## src/rtl/dac_frame_sequencer.sv

```systemverilog
// Multi-channel parallel-bus DAC write sequencer: takes one frame of NUM_CH words per
// valid/ready handshake and plays it out as CS/WR/AB/DB phases, with optional LDAC pulse.
module dac_frame_sequencer #(
    parameter int  DATA_W     = 8,
    parameter int  NUM_CH     = 2,
    parameter int  BASE_SHIFT = 5,
    parameter int  FR_W       = 3,
    parameter int  DIV_W      = 13,
    localparam int CH_W       = $clog2(NUM_CH)
) (
    input  logic                     Clk,
    input  logic                     Rst,
    input  logic                     En,
    input  logic [FR_W-1:0]          Fr,
    input  logic                     Mode,
    input  logic                     clr_req,
    input  logic                     s_valid,
    input  logic [NUM_CH*DATA_W-1:0] s_data,
    output logic                     s_ready,
    output logic [DATA_W-1:0]        DB,
    output logic                     CS,
    output logic                     WR,
    output logic [CH_W-1:0]          AB,
    output logic                     PD,
    output logic                     LDAC,
    output logic                     CLR,
    output logic                     busy,
    output logic                     frame_done
);

    typedef enum logic [2:0] {
        IDLE, SETUP, WR_LO, WR_HI, RELEASE, LOAD, CLEAR
    } state_t;

    localparam logic [DIV_W-1:0] DIV_ONE = DIV_W'(1);
    localparam logic [CH_W-1:0]  LAST_CH = CH_W'(NUM_CH - 1);

    state_t                     state_reg, state_next;
    logic [DIV_W-1:0]           div_reg, div_limit;
    logic [FR_W-1:0]            fr_reg;
    logic                       mode_reg, mode_next;
    logic [NUM_CH*DATA_W-1:0]   frame_reg, frame_next;
    logic [CH_W-1:0]            ch_reg, ch_next;
    logic                       tick, accept, in_write;
    logic                       cs_next, wr_next, ldac_next, clr_next, done_next;
    logic [CH_W-1:0]            ab_next;
    logic [DATA_W-1:0]          db_next;
    logic [DATA_W-1:0]          words [NUM_CH];

    // Words are taken from frame_next so the first SETUP sees the word latched on accept.
    generate
        for (genvar gi = 0; gi < NUM_CH; gi++) begin : g_words
            assign words[gi] = frame_next[gi*DATA_W +: DATA_W];
        end
    endgenerate

    assign s_ready   = Rst && (state_reg == IDLE) && En && !clr_req;
    assign accept    = s_valid && s_ready;
    assign div_limit = (DIV_ONE << (BASE_SHIFT + int'(fr_reg))) - DIV_ONE;
    assign tick      = (div_reg == div_limit);
    assign busy      = (state_reg != IDLE);
    assign PD        = 1'b1;

    always_comb begin
        state_next = state_reg;
        ch_next    = ch_reg;
        mode_next  = mode_reg;
        frame_next = frame_reg;
        case (state_reg)
            IDLE: begin
                if (clr_req) begin
                    state_next = CLEAR;
                end else if (accept) begin
                    state_next = SETUP;
                    ch_next    = '0;
                    mode_next  = Mode;
                    frame_next = s_data;
                end
            end
            SETUP:   if (tick) state_next = WR_LO;
            WR_LO:   if (tick) state_next = WR_HI;
            WR_HI:   if (tick) state_next = RELEASE;
            RELEASE: begin
                if (tick) begin
                    if (ch_reg != LAST_CH) begin
                        ch_next    = ch_reg + 1'b1;
                        state_next = SETUP;
                    end else if (mode_reg) begin
                        state_next = LOAD;
                    end else begin
                        state_next = IDLE;
                    end
                end
            end
            LOAD:    if (tick) state_next = IDLE;
            CLEAR:   if (tick) state_next = IDLE;
            default: state_next = IDLE;
        endcase
    end

    // Pins are decoded from the next state and registered, so they switch cleanly with the state.
    always_comb begin
        in_write  = (state_next == SETUP) || (state_next == WR_LO) || (state_next == WR_HI);
        cs_next   = !in_write;
        wr_next   = (state_next != WR_LO);
        clr_next  = (state_next != CLEAR);
        ldac_next = !((state_next == LOAD) ||
                      (!mode_next && (in_write || state_next == RELEASE)));
        done_next = (state_next == IDLE) && ((state_reg == RELEASE) || (state_reg == LOAD));
        ab_next   = AB;
        db_next   = DB;
        if ((state_next == SETUP) && (state_reg != SETUP)) begin
            ab_next = ch_next;
            db_next = words[ch_next];
        end
    end

    always_ff @(posedge Clk or negedge Rst) begin
        if (!Rst) begin
            state_reg  <= IDLE;
            div_reg    <= '0;
            fr_reg     <= '0;
            mode_reg   <= 1'b0;
            frame_reg  <= '0;
            ch_reg     <= '0;
            CS         <= 1'b1;
            WR         <= 1'b1;
            AB         <= '0;
            DB         <= '0;
            LDAC       <= 1'b1;
            CLR        <= 1'b1;
            frame_done <= 1'b0;
        end else begin
            state_reg  <= state_next;
            ch_reg     <= ch_next;
            mode_reg   <= mode_next;
            frame_reg  <= frame_next;
            if (state_reg == IDLE) begin
                div_reg <= '0;
                if (state_next != IDLE) fr_reg <= Fr;
            end else if (tick) begin
                div_reg <= '0;
            end else begin
                div_reg <= div_reg + DIV_ONE;
            end
            CS         <= cs_next;
            WR         <= wr_next;
            AB         <= ab_next;
            DB         <= db_next;
            LDAC       <= ldac_next;
            CLR        <= clr_next;
            frame_done <= done_next;
        end
    end

endmodule
```

## config.mk

```make
export PLATFORM = sky130hd
export DESIGN_NAME = dac_frame_sequencer
export DESIGN_NICKNAME = d
export VERILOG_FILES = /design/src/rtl/dac_frame_sequencer.sv
export SDC_FILE = /design/constraint.sdc
export NUM_CORES = 1
export LEC_CHECK = 0
export ABC_AREA = 1
export ABC_CLOCK_PERIOD_IN_PS = 3740
export CORE_ASPECT_RATIO = 0.8
export CORE_MARGIN = 8
export CORE_UTILIZATION = 55
export DETAILED_ROUTE_END_ITERATION = 10
export PLACE_DENSITY = 0.82
export RECOVER_POWER = 100
export SYNTH_ARGS = -nofsm -noshare
export SYNTH_HDL_FRONTEND = slang
export SYNTH_SLANG_ARGS = --single-unit
```

## constraint.sdc

```tcl
create_clock -name Clk -period 3.74 [get_ports Clk]
set_input_delay 0.374 -clock Clk [delete_from_list [all_inputs] [get_ports Clk]]
set_output_delay 0.374 -clock Clk [all_outputs]
set_load 0.05 [all_outputs]
```

Word level (Yosys, flattened, before mapping). Cells that the tools add are included.

Bits of input ports: 25. Output and inout bits: 17. Bits in registers: 51.

Shifts and indexed selects: 1. Magnitude comparators: 1. Bitwise operators: 1. Multiplexer cells: 26. Add/subtract/negate cells: 4. Equality and inequality tests: 15. Reduce and logical (&&, ||, !) cells: 22.

Operators by type and width (number): 16-bit two-way mux (3); 3-bit two-way mux (9); 13-bit two-way mux (2); 8-bit two-way mux (3); 3-bit case mux with 6 select lines (1); 3-bit == test (second input constant) (5); 13-bit by 1-bit adder with 13-bit output (second input constant) (1); 13-bit == test (1); 1-bit by 4-bit << shifter with 13-bit output (first input constant) (1); 13-bit by 1-bit subtractor with 13-bit output (second input constant) (1); 3-bit by 2-bit == test with 1-bit output (second input constant) (4); 1-bit logical AND (7); 1-bit two-way mux (7); 3-bit by 1-bit == test with 1-bit output (second input constant) (2); 3-bit logical NOT (2); 3-bit nonzero test (2); 1-bit logical OR (5); 3-bit by 3-bit adder with 4-bit output (first input constant) (1); 1-bit logical NOT (4); 3-bit by 1-bit inequality test with 1-bit output (second input constant) (1); 3-bit by 2-bit inequality test with 1-bit output (second input constant) (1); 3-bit inequality test (second input constant) (1); 2-bit greater-or-equal comparator (second input constant) (1); 1-bit inverter with 2-bit output (1); 4 further kinds (4).

Depth between registers and ports, before layout. Gate-level depths: netlist of the first run.

Depth after elaboration: 15. Gate-level depth with buffers: 19.

Least setup slack after synthesis of the first run. No wires, ideal clock.

Kind: register -> register. From: register state_reg[1]. To: register DB[7]. Clock period less this slack: 2.899 ns. Data arrival time: 2.834 ns. Setup slack: 0.841 ns. Cell stages (with the launch flop): 13. Path through: dfrtp_1 buf_2 nor2_1 nand2_1 nor3_2 nand2_2 inv_2 buf_4 nand2_1 and2_1 o21ai_0 nand3_1 nand2_1.

Word-level cells in the longest chain between the ends: 12. Elaborated cells between the ends (all ways): 33.

Ends and longest elaborated chain: start, declared (RTL line 38) `state_t state_reg, state_next;`; start signal, assigned (RTL line 134) `state_reg <= state_next;`; 3-bit logical NOT (*) (RTL line 57) `assign s_ready = Rst && (state_reg == IDLE) && En && !clr_req;`; 1-bit logical AND (*) (3 in series) (RTL line 57); net s_ready (RTL line 19) `output logic s_ready,`; 1-bit logical AND (*) (RTL line 58) `assign accept = s_valid && s_ready;`; 1-bit two-way mux (RTL line 73) `end else if (accept) begin`; 1-bit two-way mux (RTL line 71) `if (clr_req) begin`; 1-bit case mux with 2 select lines (RTL line 69) `case (state_reg)`; 1-bit inverter with 2-bit output (not written as such) (RTL line 114) `db_next = words[ch_next];`; 8-bit two-way mux (not written as such) (3 in series) (RTL line 114); end signal, assigned (RTL line 149) `DB <= db_next;`; end, declared (RTL line 20) `output logic [DATA_W-1:0] DB,`.

Mark *: on every way through the listed nets, which the timed path passes. The rest lies on a longest branch. The select of a mux whose other input is x is not followed. A chain may end at the register's enable or synchronous reset.

Worst setup path in the final report of the first run.
From: register state_reg[1]. To: register DB[6].

Elaborated cells between the ends (all ways): 33.

RTL lines: 3-bit logical NOT (RTL line 57, 69); 1-bit logical AND (3 in series) (RTL line 57); 1-bit logical AND (RTL line 58); 3-bit two-way mux (RTL line 73); 3-bit two-way mux (RTL line 71); 3-bit case mux with 6 select lines (*) (RTL line 69); net state_next[0] (RTL line 38); 3-bit by 1-bit == test with 1-bit output (*) (RTL line 112) `if ((state_next == SETUP) && (state_reg != SETUP)) begin`; 1-bit logical AND (*) (RTL line 112).

Marked as above.

==> results of run 1 <==
[placed cells by master (no fill, tap or decap), types with 2 or more instances in the layout]
master,instances
nor3_1,5
inv_1,35
clkbuf_8,5
nor2_1,23
nand3_2,3
inv_2,3
clkinv_2,2
dfrtp_1,47
conb_1,3
nor2_4,4
clkbuf_1,2
clkdlybuf4s50_1,23
dfstp_2,4
nor3b_1,2
and2_0,8
nand4_1,2
ha_1,2
nand3_1,36
nand2_4,5
xnor2_1,2
dlygate4sd3_1,16
xor2_1,3
nand2_2,4
o21ai_0,13
a21oi_1,7
nand2_1,132
[layer usage]
metal  part of all wire [%]  up-vias
met5                      0        -
met4                    1.7        0
met3                    6.0        9
met2                     45       57
met1                     48     1116
li1                       -     1222
[power groups by stage]
stage	clock, W	combinational [W]	sequential [W]
floorplan	0	0.000852	0.00110
detailed placement	0	0.00140	0.000912
global placement	0	0.00137	0.000906
CTS	0.000328	0.00140	0.000903
global route	0.000351	0.00148	0.000931
finish	0.000317	0.00134	0.000902
[cell type report]
class / count / area [µm²] / share of cell area [%]
inverters: 40 / 152.6 / 4.628
well taps: 62 / 77.57 / 2.352
multi-input cells: 265 / 1301 / 39.45
clock buffers: 5 / 68.82 / 2.086
flip-flops and latches: 51 / 1281 / 38.85
clock inverters: 3 / 18.77 / 0.5690
repair buffers: 41 / 397.9 / 12.06
[logic make-up (layout without fill, tap and decap cells)]
| logic type | Yosys count | after routing | synth area share [%] |
|---|---|---|---|
| compound gates | 28 | 28 | 5.983 |
| xor+xnor | 5 | 5 | 1.563 |
| fa+ha+maj | 2 | 2 | 0.8927 |
| buf+inv | 48 | 89 | 7.097 |
| flops | 51 | 51 | 45.71 |
| other cells | 1 | 3 | 0.1338 |
| simple gates | 227 | 227 | 38.62 |
[critical path: cells and delay by family, from the launching register on]
kind / cells / cell delay [ns]
DFF: 1 / 0.48
buffers and inverters: 1 / 0.58
AOI/OAI and AO/OA: 1 / 0.08
and+or+nand+nor: 10 / 1.59
[synthesized netlist by cell type, drive strengths merged, types with 2 or more instances]
master and count:
o21ai 15, and2 8, dfrtp 47, ha 2
clkbuf 2, nand3 39, nand4 2, nor2 28
a21oi 8, xor2 3, xnor2 2, buf 6
dfstp 4, nor3b 2, nor3 6, nand2 141
inv 39
[worst paths after layout]
| check | start | end | slack [ns] |
|---|---|---|---|
| min in group asynchronous | Rst | frame_reg[13] | 1.06 |
| worst max-delay path | state_reg[1] | DB[6] | 0.89 |
| worst max register to register | state_reg[1] | DB[6] | 0.89 |
| worst min register to register | DB[2] | DB[2] | 0.47 |
| max in group asynchronous | Rst | DB[3] | 1.20 |
| worst min-delay path | DB[2] | DB[2] | 0.47 |
[stage by stage]
step / instances / utilization, % / hold slack [ns] / power (W)
floorplan: 364 / - / 0.07841 / 0.001956
global placement: 459 / 65.55 / 0.4573 / 0.002272
detailed placement: 459 / 65.55 / 0.4586 / 0.002309
CTS: 467 / 67.32 / 0.2283 / 0.002633
global route: 467 / 66.63 / 0.5037 / 0.002759
finish: 467 / 66.63 / 0.4741 / 0.002558
==> results.md, run 1 <==
* Clock latency at the later pin of the worst-skew pair at 0.31 ns
* Worst min path class: register to register
* Cell area after synthesis at 2803 µm²
* EDFF count, synth at 0
* Total CTS buffers at 5
* Largest net degree at the start of global routing at 52
* Seq/Total Area, Yosys at 45.71%
* Comb pwr share at 52.3%
* Dpl hpwl at 4648 µm
* First-pass DRT Iterations at 4
* Core ar. at just under 5000 µm²
* Critical path type: register to register
* Hold_buf cts at 0
* Worst EP arrival at just over 3 ns
* CP endpoint kind: register
* Final min period at roughly 2.8 ns
* Worst-path fanout max at 19
* DRC violations left at 0
* Slew Limit Fails at 52
* H-tree Lvls at 2
* Switching share of power at 48.59%
* Fin Setup TNS at 0 ns
* Cells after synthesis at 362
* Max FFs per register at 16
* Gr busiest metal: met2
* Antenna-violating nets left at 0
* Seq pwr share at 35.3%
* Failing checks: capacitance limit, slew limit
* WP data required at 3.94 ns
* Met2 Usage GRT at between 20% and 30%
* Yosys reg bits at 51
* Ports at 42
* Vias/cell at 5.148
* Area leader, netlist: dfrtp_1
* PnR worst setup slack at 0.8943 ns
* Vias at ~2400
* Max cap viols at 1
* Setup Skew at 0.007077 ns
* Ys flop type: dfrtp_1
* Pre-CTS setup slack at 1.194 ns
* Share of post-route cells with drive strength above 1 at under 10%
* Clock buffer depth at 2
* Yosys cell types at 38
* Slowest-stage cell, CP: inv_1
* Met1 usage at about 22%
* Synth async-reset ratio at 100.0%
* Met3 usage in global routing at 4.511%
* Critical Path Source Type: register
* Synth area leaders: dfrtp_1 42%, nand2_1 17%, nand3_1 6.3%
* Power density over the cells at 775.5 nW/µm²
* Vias in the first global route at around 2300
* Initial DRC count at 133
* Initial core utilization at between 50% and 60%
* FMAX at 351.4 MHz
* Root buf cell: clkbuf_8
* Clock Pin Slew Worst Setup and Hold Paths at 0.09 ns
* Initial antenna violation count at 0
* Hold Vio Cnt, Final at 0
* Hold depth at 2
* FILL cells at 420
* Die Y at 79.85 µm
* Avg WL per Cell at 12.79 µm
* Cts repair resizes at 0
* Slowest stage delay, CP at around 0.58 ns
* Cells along the critical path: nor2_1 -> nand2_1 -> nor3_2 -> nand2_1 -> inv_1 -> a21oi_2 -> nand2_1 -> nand2_4 -> nor2_8 -> nand2_4 -> nand2_1 -> nand2_1
* N_diodes at 0
* Final WL at ~6000 µm
* Internal power at 0.001315 W
* Remaining Overflow, GRT at 0
* Dpl cell area at 3244 µm²
* Post-Syn Area per Cell at 7.742 µm²
* Routability cong. at 0.9384
* Warnings from Yosys at 0
* Rows at 23
* Post-CTS setup buffer count at 0
* Die area at 7650 µm²
* Cell mode on critical path: nand2_1
* NetSw at about 0.0012 W
* CTS tree: yes
* # port buffers at 40
* GR Util All Layers at 16.97%
* First-pass GRT wire length at ~10000 µm
* Reg2Reg Depth at 12
* Yosys top cell area share at 41.96%
* Part of the power in the clock network at 12.4%
* Design area at 3298 µm²
* Worst IR Drop VDD at 0.5584 mV
* Fin nets at 431
* Die width at 95.81 µm
* Lkg Pwr at 1.652 nW
* Tightest Pin Transition at 2.619 ns
* # setup viols final at 0
* Final Cycle Share at 76.09%
* RSZ-0062 raised after global routing: no
* Synth-to-Final Area Change at 17.68%
* Status: finished, violations left
* Number of clock sinks at 51
* Max-slew headroom at -74.58%
Note: power is estimated with default switching activity, not from simulation.
==> run 2: changes to the inputs <==
--- a/config.mk
+++ b/config.mk
@@ -6,12 +6,12 @@
 export NUM_CORES = 1
 export LEC_CHECK = 0
 export ABC_AREA = 1
-export ABC_CLOCK_PERIOD_IN_PS = 3740
+export ABC_CLOCK_PERIOD_IN_PS = 2730
 export CORE_ASPECT_RATIO = 0.8
 export CORE_MARGIN = 8
-export CORE_UTILIZATION = 55
+export CORE_UTILIZATION = 54
 export DETAILED_ROUTE_END_ITERATION = 10
-export PLACE_DENSITY = 0.82
+export PLACE_DENSITY = 0.81
 export RECOVER_POWER = 100
 export SYNTH_ARGS = -nofsm -noshare
 export SYNTH_HDL_FRONTEND = slang
==> constraint.sdc (replaced) <==
create_clock -name Clk -period 2.73 [get_ports Clk]
set_input_delay 0.273 -clock Clk [delete_from_list [all_inputs] [get_ports Clk]]
set_output_delay 0.273 -clock Clk [all_outputs]
set_load 0.05 [all_outputs]
==> run 2 against run 1 <==
- the flow now finishes without violations
- sequential power increased by 36%
- clock power increased by 43%
- first-iteration DRC count increased by 3.8%
- via count increased by 0.37%
- clock skew increased by 0.0015 ns
- cell count increased by 0.64%
- wire length increased by 4.6%
- global-route usage increased by 0.21 points
- register-to-register slack got worse by 0.54 ns
- non-clock buffer count increased by 3
- critical endpoint is now s_ready
==> results.md, run 2 (same netlist as run 1, synthesis figures left out) <==
* Status: finished clean
* Initial core utilization at 55.97% (-0.65 points)
* Final Cycle Share at between 90 and 100%
* Max cap viols at 0 (-1)
* Fin nets at 434 (+0.70%)
* Cells along the critical path: nor2_1 -> nand2_1 -> nor3_1 -> clkdlybuf4s50_1
* Reg2Reg Depth at 18 (+6)
* Root buf cell: clkbuf_8
* Vias/cell at 5.134 (-0.27%)
* Slew Limit Fails at 0 (-100%)
* Routability cong. at 0.9793 (+4.4%)
* Clock latency at the later pin of the worst-skew pair at 0.31 ns (about the same)
* CP endpoint kind: primary output
* Commonest non-fill, non-tap cell in the layout: nand2_1
* Initial antenna violation count at 0 (unchanged)
* Remaining Overflow, GRT at 0 (unchanged)
* Cell Count, Final, Fillers Out at 470 (+0.64%)
* N_diodes at 0 (unchanged)
* Cts repair resizes at 0 (unchanged)
* Vias in the first global route at 2266 (+0.35%)
* Ports at 42 (unchanged)
* # port buffers at 40 (unchanged)
* Worst IR Drop VDD at 0.6706 mV (+20%)
* Initial DRC count at 138 (+3.8%)
* Internal power at 0.001826 W (+39%)
* Final min period at around 2.5 ns
* Dpl hpwl at 4775 µm (+2.7%)
* Hold_buf cts at 0 (unchanged)
* Setup Skew at 0.008621 ns (+0.001544 ns)
* Final WL at 6246 µm (+4.6%)
* Rows at 23 (unchanged)
* Slowest stage delay, CP at 0.87 ns (+0.29 ns)
* Switching share of power at 49.00% (+0.40 points)
* R2R Path End: DB[0]
* Antenna-violating nets left at 0 (unchanged)
* Slowest-stage cell, CP: clkdlybuf4s50_1
* Vias at 2413 (+0.37%)
* Largest net degree at the start of global routing at 52 (unchanged)
* Placed Cells at 462 (+0.65%)
* RSZ-0062 raised after global routing: no
* Die width at 96.55 µm (+0.77%)
* RR Startpoint: fr_reg[2]
* Flop2flop setup slack at 0.35 ns (-0.54 ns)
* Fin Setup TNS at 0 ns (unchanged)
* GR Util All Layers at 17.18% (+0.21 points)
* Clock Pin Slew Worst Setup and Hold Paths at 0.10 ns (about the same)
* Post-CTS setup buffer count at 0 (unchanged)
* WP data required at 2.46 ns (-1.48 ns)
* Critical Path Source Type: register
* DRC violations left at 0 (unchanged)
* # setup viols final at 0 (unchanged)
* Worst-path fanout max at 8 (-11)
* Die Y at 80.44 µm (+0.73%)
* Lkg Pwr at 1.671 nW (+1.2%)
* Comb pwr share at 52.9% (+0.6 points)
* Critical path type: register to primary output
* Die area at 7766 µm² (+1.5%)
* Worst EP arrival at 2.23 ns (-0.82 ns)
* Part of the power in the clock network at 12.6% (+0.2 points)
* Share of post-route cells with drive strength above 1 at 10.54% (+1.2 points)
* NetSw at 0.001754 W (+41%)
* Power density over the cells at 1073 nW/µm² (+38%)
* Seq pwr share at 34.5% (-0.8 points)
* Max FFs per register at 16 (unchanged)
* Hold Vio Cnt, Final at 0 (unchanged)
* H-tree Lvls at 2 (unchanged)
* Synth-to-Final Area Change at 19.06%
* Clock buffer depth at 2 (unchanged)
* Avg WL per Cell at 13.29 µm (+3.9%)
* Core ar. at 5007 µm² (+1.2%)
* Total CTS buffers at 5 (unchanged)
* Most frequent cells in the layout: 131 x nand2_1, 47 x dfrtp_1, 36 x nand3_1
* Worst min path class: input port to async pin
* Tightest Pin Transition at 1.240 ns (-1.378 ns)
* Number of clock sinks at 51 (unchanged)
* Max-slew headroom at 17.31% (+92 points)
* First-pass DRT Iterations at 4 (unchanged)
* CTS tree: yes
* FMAX at 399.2 MHz
* First-pass GRT wire length at 10610 µm (+2.4%)
==> run 2: changes by cell type in the layout (fill, tap and decap cells not counted), sizes merged <==
cell,before,now
clkbuf,7,8
clkdlybuf4s50,23,24
buf,0,2
dlygate4sd3,16,15
clkinvlp,0,1
clkinv,3,2
==> run 2: area by class of cell <==
| class | count | area, µm² |
|---|---|---|
| sequential | 51 | 1281 |
| multi-input combinational | 265 | 1315 |
| timing repair buffer | 44 | 417.9 |
| clock inverter | 3 | 23.77 |
| clock buffer | 5 | 68.82 |
| inverter | 40 | 152.6 |
| tap | 62 | 77.57 |
| fill | 435 | 1670 |
==> run 2: routing by layer <==
metal  vias up  track usage, %  wire length [µm]
met2        59           26.59              2828
met5         -               0                 0
li1       1228               -                 -
met4         0           4.072                66
met3         8           4.376               362
met1      1118           23.41              2988
==> run 2: how the worst max path moves through the flow <==
stage | from | endpoint | slack (ns)
floorplan | state_reg[1] | DB[7] | 0.06
global placement | En | DB[6] | 0.51
detailed placement | En | DB[0] | 0.47
CTS | state_reg[1] | s_ready | 0.30
global route | fr_reg[2] | DB[0] | 0.1
finish | state_reg[1] | s_ready | 0.22
==> run 2: critical path, delay by kind of cell (launching register included) <==
| kind | cells | cell delay [ns] |
|---|---|---|
| simple gates | 3 | 0.59 |
| buf+inv | 1 | 0.87 |
| flops | 1 | 0.48 |
==> run 2: power groups by stage <==
stage,clock network (W),registers [W],logic (W)
2_1_floorplan,0,0.00151,0.00117
3_3_place_gp,0,0.00124,0.00190
3_5_place_dp,0,0.00126,0.00195
4_1_cts,0.000463,0.00124,0.00196
5_1_grt,0.000493,0.00127,0.00208
6_report,0.000453,0.00123,0.00189
==> run 2: per-stage QoR <==
step	utilization (%)	instance area, µm²	worst slack, ns	power, W	hold WS, ns
after floorplan	-	2816	0.06307	0.002683	-0.02259
after detailed placement	65.37	3273	0.4674	0.003210	0.4624
after global placement	65.37	3273	0.5129	0.003142	0.4595
after CTS	67.22	3366	0.3033	0.003665	0.1301
final	66.64	3337	0.2248	0.003580	0.3954
after global routing	66.64	3337	0.09652	0.003842	0.5118
